<file path="config.mk">
export PLATFORM = sky130hd
export DESIGN_NAME = sqrt_key_entry
export DESIGN_NICKNAME = d
export VERILOG_FILES = /design/src/rtl/sqrt_key_entry.sv
export SDC_FILE = /design/constraint.sdc
export NUM_CORES = 1
export LEC_CHECK = 0
export ABC_AREA = 1
export CAP_MARGIN = 20
export CORE_UTILIZATION = 48
export DETAILED_ROUTE_END_ITERATION = 8
export MAX_ROUTING_LAYER = met4
export PLACE_DENSITY = 0.8
export SLEW_MARGIN = 15
export SYNTH_ARGS = -nofsm -noshare
export SYNTH_HDL_FRONTEND = slang
export SYNTH_SLANG_ARGS = --single-unit
</file>
<file path="constraint.sdc">
create_clock -name clk -period 2 [get_ports clk]
set_clock_uncertainty 0.05 [all_clocks]
set_input_delay 0.2 -clock clk [delete_from_list [all_inputs] [get_ports clk]]
set_output_delay 0.2 -clock clk [all_outputs]
set_load 0.05 [all_outputs]
</file>
<file path="src/rtl/sqrt_key_entry.sv">
// Keypad front end for the BCD square-root stage: collects up to six digits,
// holds the operand for a settle window on ENTER, then captures the root.
module sqrt_key_entry #(
  parameter int unsigned SETTLE_CYCLES = 4
) (
  input  logic        clk,
  input  logic        rst,
  input  logic        key_valid,
  input  logic [3:0]  key_code,
  output logic [23:0] in_dec,
  input  logic [23:0] out_dec,
  output logic [23:0] disp_dec,
  output logic [2:0]  digit_cnt,
  output logic        busy,
  output logic        done
);

  localparam logic [3:0] SETTLE_INIT = 4'(SETTLE_CYCLES - 1);
  localparam logic [3:0] KEY_CLEAR   = 4'hA;
  localparam logic [3:0] KEY_BKSP    = 4'hB;
  localparam logic [3:0] KEY_ENTER   = 4'hC;

  // ENTRY: collecting digits | SETTLE: operand frozen, waiting | SHOW: result on display
  typedef enum logic [1:0] {
    S_ENTRY  = 2'd0,
    S_SETTLE = 2'd1,
    S_SHOW   = 2'd2
  } state_t;

  state_t      state, state_nxt;
  logic [23:0] entry, entry_nxt;
  logic [23:0] result, result_nxt;
  logic [2:0]  cnt_nxt;
  logic [3:0]  settle_cnt, settle_nxt;
  logic        done_nxt;
  logic        is_digit;

  assign is_digit = (key_code <= 4'd9);

  always_ff @(posedge clk) begin
    if (rst) begin
      state      <= S_ENTRY;
      entry      <= '0;
      result     <= '0;
      digit_cnt  <= '0;
      settle_cnt <= '0;
      done       <= 1'b0;
    end else begin
      state      <= state_nxt;
      entry      <= entry_nxt;
      result     <= result_nxt;
      digit_cnt  <= cnt_nxt;
      settle_cnt <= settle_nxt;
      done       <= done_nxt;
    end
  end

  always_comb begin
    state_nxt  = state;
    entry_nxt  = entry;
    result_nxt = result;
    cnt_nxt    = digit_cnt;
    settle_nxt = settle_cnt;
    done_nxt   = 1'b0;
    case (state)
      S_ENTRY: begin
        if (key_valid) begin
          if (is_digit) begin
            if (digit_cnt < 3'd6) begin
              entry_nxt = {entry[19:0], key_code};
              cnt_nxt   = digit_cnt + 3'd1;
            end
          end else if (key_code == KEY_CLEAR) begin
            entry_nxt = '0;
            cnt_nxt   = '0;
          end else if (key_code == KEY_BKSP) begin
            entry_nxt = {4'h0, entry[23:4]};
            if (digit_cnt != 3'd0) cnt_nxt = digit_cnt - 3'd1;
          end else if (key_code == KEY_ENTER) begin
            settle_nxt = SETTLE_INIT;
            state_nxt  = S_SETTLE;
          end
        end
      end
      S_SETTLE: begin
        // keys are dropped here, including one arriving on the capture edge
        if (settle_cnt == 4'd0) begin
          result_nxt = out_dec;
          done_nxt   = 1'b1;
          state_nxt  = S_SHOW;
        end else begin
          settle_nxt = settle_cnt - 4'd1;
        end
      end
      S_SHOW: begin
        if (key_valid) begin
          if (is_digit) begin
            entry_nxt = {20'h0, key_code};
            cnt_nxt   = 3'd1;
            state_nxt = S_ENTRY;
          end else if (key_code == KEY_CLEAR) begin
            entry_nxt = '0;
            cnt_nxt   = '0;
            state_nxt = S_ENTRY;
          end else if (key_code == KEY_BKSP) begin
            state_nxt = S_ENTRY;
          end else if (key_code == KEY_ENTER) begin
            settle_nxt = SETTLE_INIT;
            state_nxt  = S_SETTLE;
          end
        end
      end
      default: state_nxt = S_ENTRY;
    endcase
  end

  assign in_dec   = entry;
  assign disp_dec = (state == S_SHOW) ? result : entry;
  assign busy     = (state == S_SETTLE);

endmodule

</file>
==> summary.txt <==
Run status
  – Status: finished, final reports clean

Hold path
  – Hold Path Sink: result[16]
  – Min-delay src: out_dec[16]
  – Path type of the worst min-delay path: in2reg
  – Hold Path Depth: 3

Placed design
  – Placed Area: between 0.004 and 0.005 sq mm
  – Global placement routability congestion: slightly below 0.9
  – Cell count after placement: ~630
  – Dpl ws: between 0.06 and 0.07 ns
  – DP Wirelength: around 6300 microns
  – Port Buffer Count: 83

Yosys
  – Syn nets: 516
  – Synth cell types: 29
  – Synth Flop Type: dfxtp_1
  – Register area share after synthesis: between 30% and 40%
  – Gate count of the mapped netlist: 480
  – Ys async rst share: 0%
  – Average size of a mapped cell: ~6.4 sq um
  – Synth warn: 0
  – Number of synthesized flops with an enable pin: 0
  – #FFs+latches synth: 58
  – Post-synthesis cell area: roughly 0.0031 sq mm

STA
  – Post-layout min period: slightly below 2 ns
  – Fmax: 513 MHz
  – Setup TNS: 0 ns
  – RSZ-0062 raised after global routing: no
  – Final period utilization: between 90% and 100%
  – Hold_ws: roughly 0.38 ns
  – Number of setup violations in the final report: 0
  – Slew headroom: ~65%
  – Final hold viol count: 0
  – Slew @ Worst Pin: around 0.52 ns
  – Final WS setup: between 0.05 and 0.06 ns
  – Slew Limit Fails: 0

Setup path
  – Slowest stage delay, CP: around 0.5 ns
  – Worst-case reg-to-reg path depth: 10
  – Crit path max fanout: 22
  – Crit path cell chain: nand2_4 -> inv_2 -> buf_12 -> nand2_1 -> o21ai_1 -> buf_12
  – CP Capture Type: output port
  – Kind of critical path: reg2out
  – Critical path's most frequent cell: buf_12
  – Buf/Inv on CP: 3
  – R2r startpoint: state[1]
  – CP max-delay cell: dfxtp_1
  – Top delay family on crit path: buffers and inverters
  – Startpoint Class: flip-flop
  – Critical Path AT: roughly 1.7 ns
  – Reg2Reg Capture Point: in_dec[2]
  – Worst EP required: approximately 1.8 ns
  – R2r setup slk: approximately 0.33 ns

CTS
  – CTS Buf Count: 9
  – H-tree depth: 3
  – CTS tree: done
  – Clock Sinks: 58
  – CTS max path bufs: 2
  – Clk slew on worst S/H paths: about 0.080 ns
  – # hold bufs at CTS: 0
  – Postcts setup bufs: 0
  – Clock Tree Root: clkbuf_8
  – Worst-skew pair later-pin latency: 0.35 ns

Drt
  – Wire per inst: 14.7 microns
  – Via density: 5.38
  – DR DRC count: 0
  – Vias: ~3500
  – Detail Route Antenna Nets: 0
  – 1st-iter DRT viols: approximately 350
  – DR pass1 iterations: 7
  – Drt total wl: roughly 9500 microns

Global routing
  – First-pass GRT wire length: around 15000 microns
  – Grt total ovfl: 0
  – Largest net degree at the start of global routing: 56
  – Initial antenna violation count: 0
  – Number of global-route vias before repair: roughly 3300
  – Global Route Usage Sum: between 30% and 40%

Floorplan
  – Row count: 28
  – Core area: about 0.006 sq mm
  – I/O pin count: 84
  – Die footprint: approximately 0.0067 sq mm
  – Die H: between 80 and 90 microns
  – Initial Utilization: roughly half
  – DIE WIDTH: between 80 and 90 microns

Run
  – Max Cap Viol: 0

Layout
  – Final instance area: 0.00447 sq mm
  – Fill count: 506
  – Cell Count, Final, Fillers Out: approximately 640
  – Core Util, Final: between 70% and 80%
  – Area Overhead vs Synth: 46.2%
  – ANT cells: 0
  – Layout Nets: 600
  – Share of layout cells above drive strength 1: 12.1%

Power
  – P_leak: just over 2 nW
  – Max IR drop VDD: 0.532 mV
  – Total power: between 3 and 4 mW
  – PwrDens: about 860 mW/mm^2
==> cell families (layout without fill, tap and decap cells) <==
group,Yosys count,count (layout),share of synthesized area (%)
AOI/OAI and AO/OA,64,64,11.7
xor gates and xnor gates,1,1,0.287
adders and majority gates,5,5,2.05
buffers and inverters,55,144,7.86
DFF,58,58,38.0
and+or+nand+nor,297,297,40.1
==> layer usage <==
layer	up-vias	part of all wire, %	track usage (%)
met3	23	8.2	7.78
met2	182	50	51.6
met1	1594	40	34.7
li1	1666	-	-
met5	-	0	-
met4	0	1.7	9.47
==> state kept, by name (all words and copies together) (netlist names) <==
signal and cells:
digit_cnt 3, done 1, in_dec 24, result 24
settle_cnt 4, state 2
==> tightest hold or removal path, cell delays in order <==
cell and delay [ns]:
clkdlybuf4s50_1 0.39, nor2_1 0.10, nor2_1 0.05
==> how the worst max path moves through the flow <==
stage	cells after the start	from	slack, ns	to
6_report	6	state[1]	0.05	disp_dec[17]
3_3_place_gp	11	key_code[1]	0.14	in_dec[11]
2_1_floorplan	6	state[0]	-0.30	disp_dec[0]
4_1_cts	6	state[0]	-0.03	disp_dec[18]
5_1_grt	7	state[0]	0.006	disp_dec[4]
3_5_place_dp	11	key_code[3]	0.06	in_dec[12]
==> synth_stat cells, types with 2 or more instances <==
| cell | instances | area, sq um |
|---|---|---|
| buf_6 | 2 | 22.5 |
| nand2_4 | 3 | 33.8 |
| buf_2 | 5 | 25.0 |
| nand3_1 | 8 | 40.0 |
| a22oi_1 | 4 | 30.0 |
| nand2_1 | 129 | 484 |
| o22a_1 | 6 | 52.6 |
| clkbuf_1 | 11 | 41.3 |
| buf_4 | 2 | 15.0 |
| nand3_2 | 2 | 20.0 |
| nor3_1 | 7 | 35.0 |
| buf_1 | 2 | 7.51 |
| o21ai_0 | 37 | 185 |
| inv_2 | 4 | 15.0 |
| nand2_8 | 2 | 40.0 |
| nand2_2 | 2 | 12.5 |
| inv_1 | 27 | 101 |
| dfxtp_1 | 58 | 1160 |
| a21oi_1 | 14 | 70.1 |
| nor2_1 | 142 | 533 |
| ha_1 | 5 | 62.6 |
==> repair_timing <==
item                       in CTS  in global routing
setup endpoints to repair       6                 15
pin swaps                       0                  0
cloned                          0                  1
gates resized for setup         2                  8
==> final cells by class <==
type                       instances  area, sq um  share of cell area [%]
clock buffer                      11          151                    3.39
timing repair buffer              95         1210                    27.2
clock inverter                     5         61.3                    1.37
tap                               75         93.8                    2.10
multi-input combinational        367         1650                    37.0
sequential                        58         1160                    26.0
inverter                          33          129                    2.89
==> cells in the final DEF, fill, tap and decap left out, types with 2 or more instances in the layout <==
master and n:
buf_12 27, clkinvlp_4 3, nand3_1 8, inv_6 2, nand2_1 129, a21oi_1 14, dfxtp_1 57, nand2_2 2
nand2_4 3, ha_1 5, clkdlybuf4s50_1 58, inv_1 27, nand2_8 2, buf_4 9, a22oi_1 4, o22a_1 6
o21ai_1 11, nor2_1 142, o21ai_0 27, nand3_2 2, clkbuf_8 11, inv_2 4, nor3_1 7
==> report_power, final <==
group	total, mW	internal (mW)	switching, mW
clock	1.16	0.647	0.509
sequential	1.30	1.23	0.0684
combinational	1.40	0.546	0.858
No activity file was read; power rests on OpenSTA's default activity.
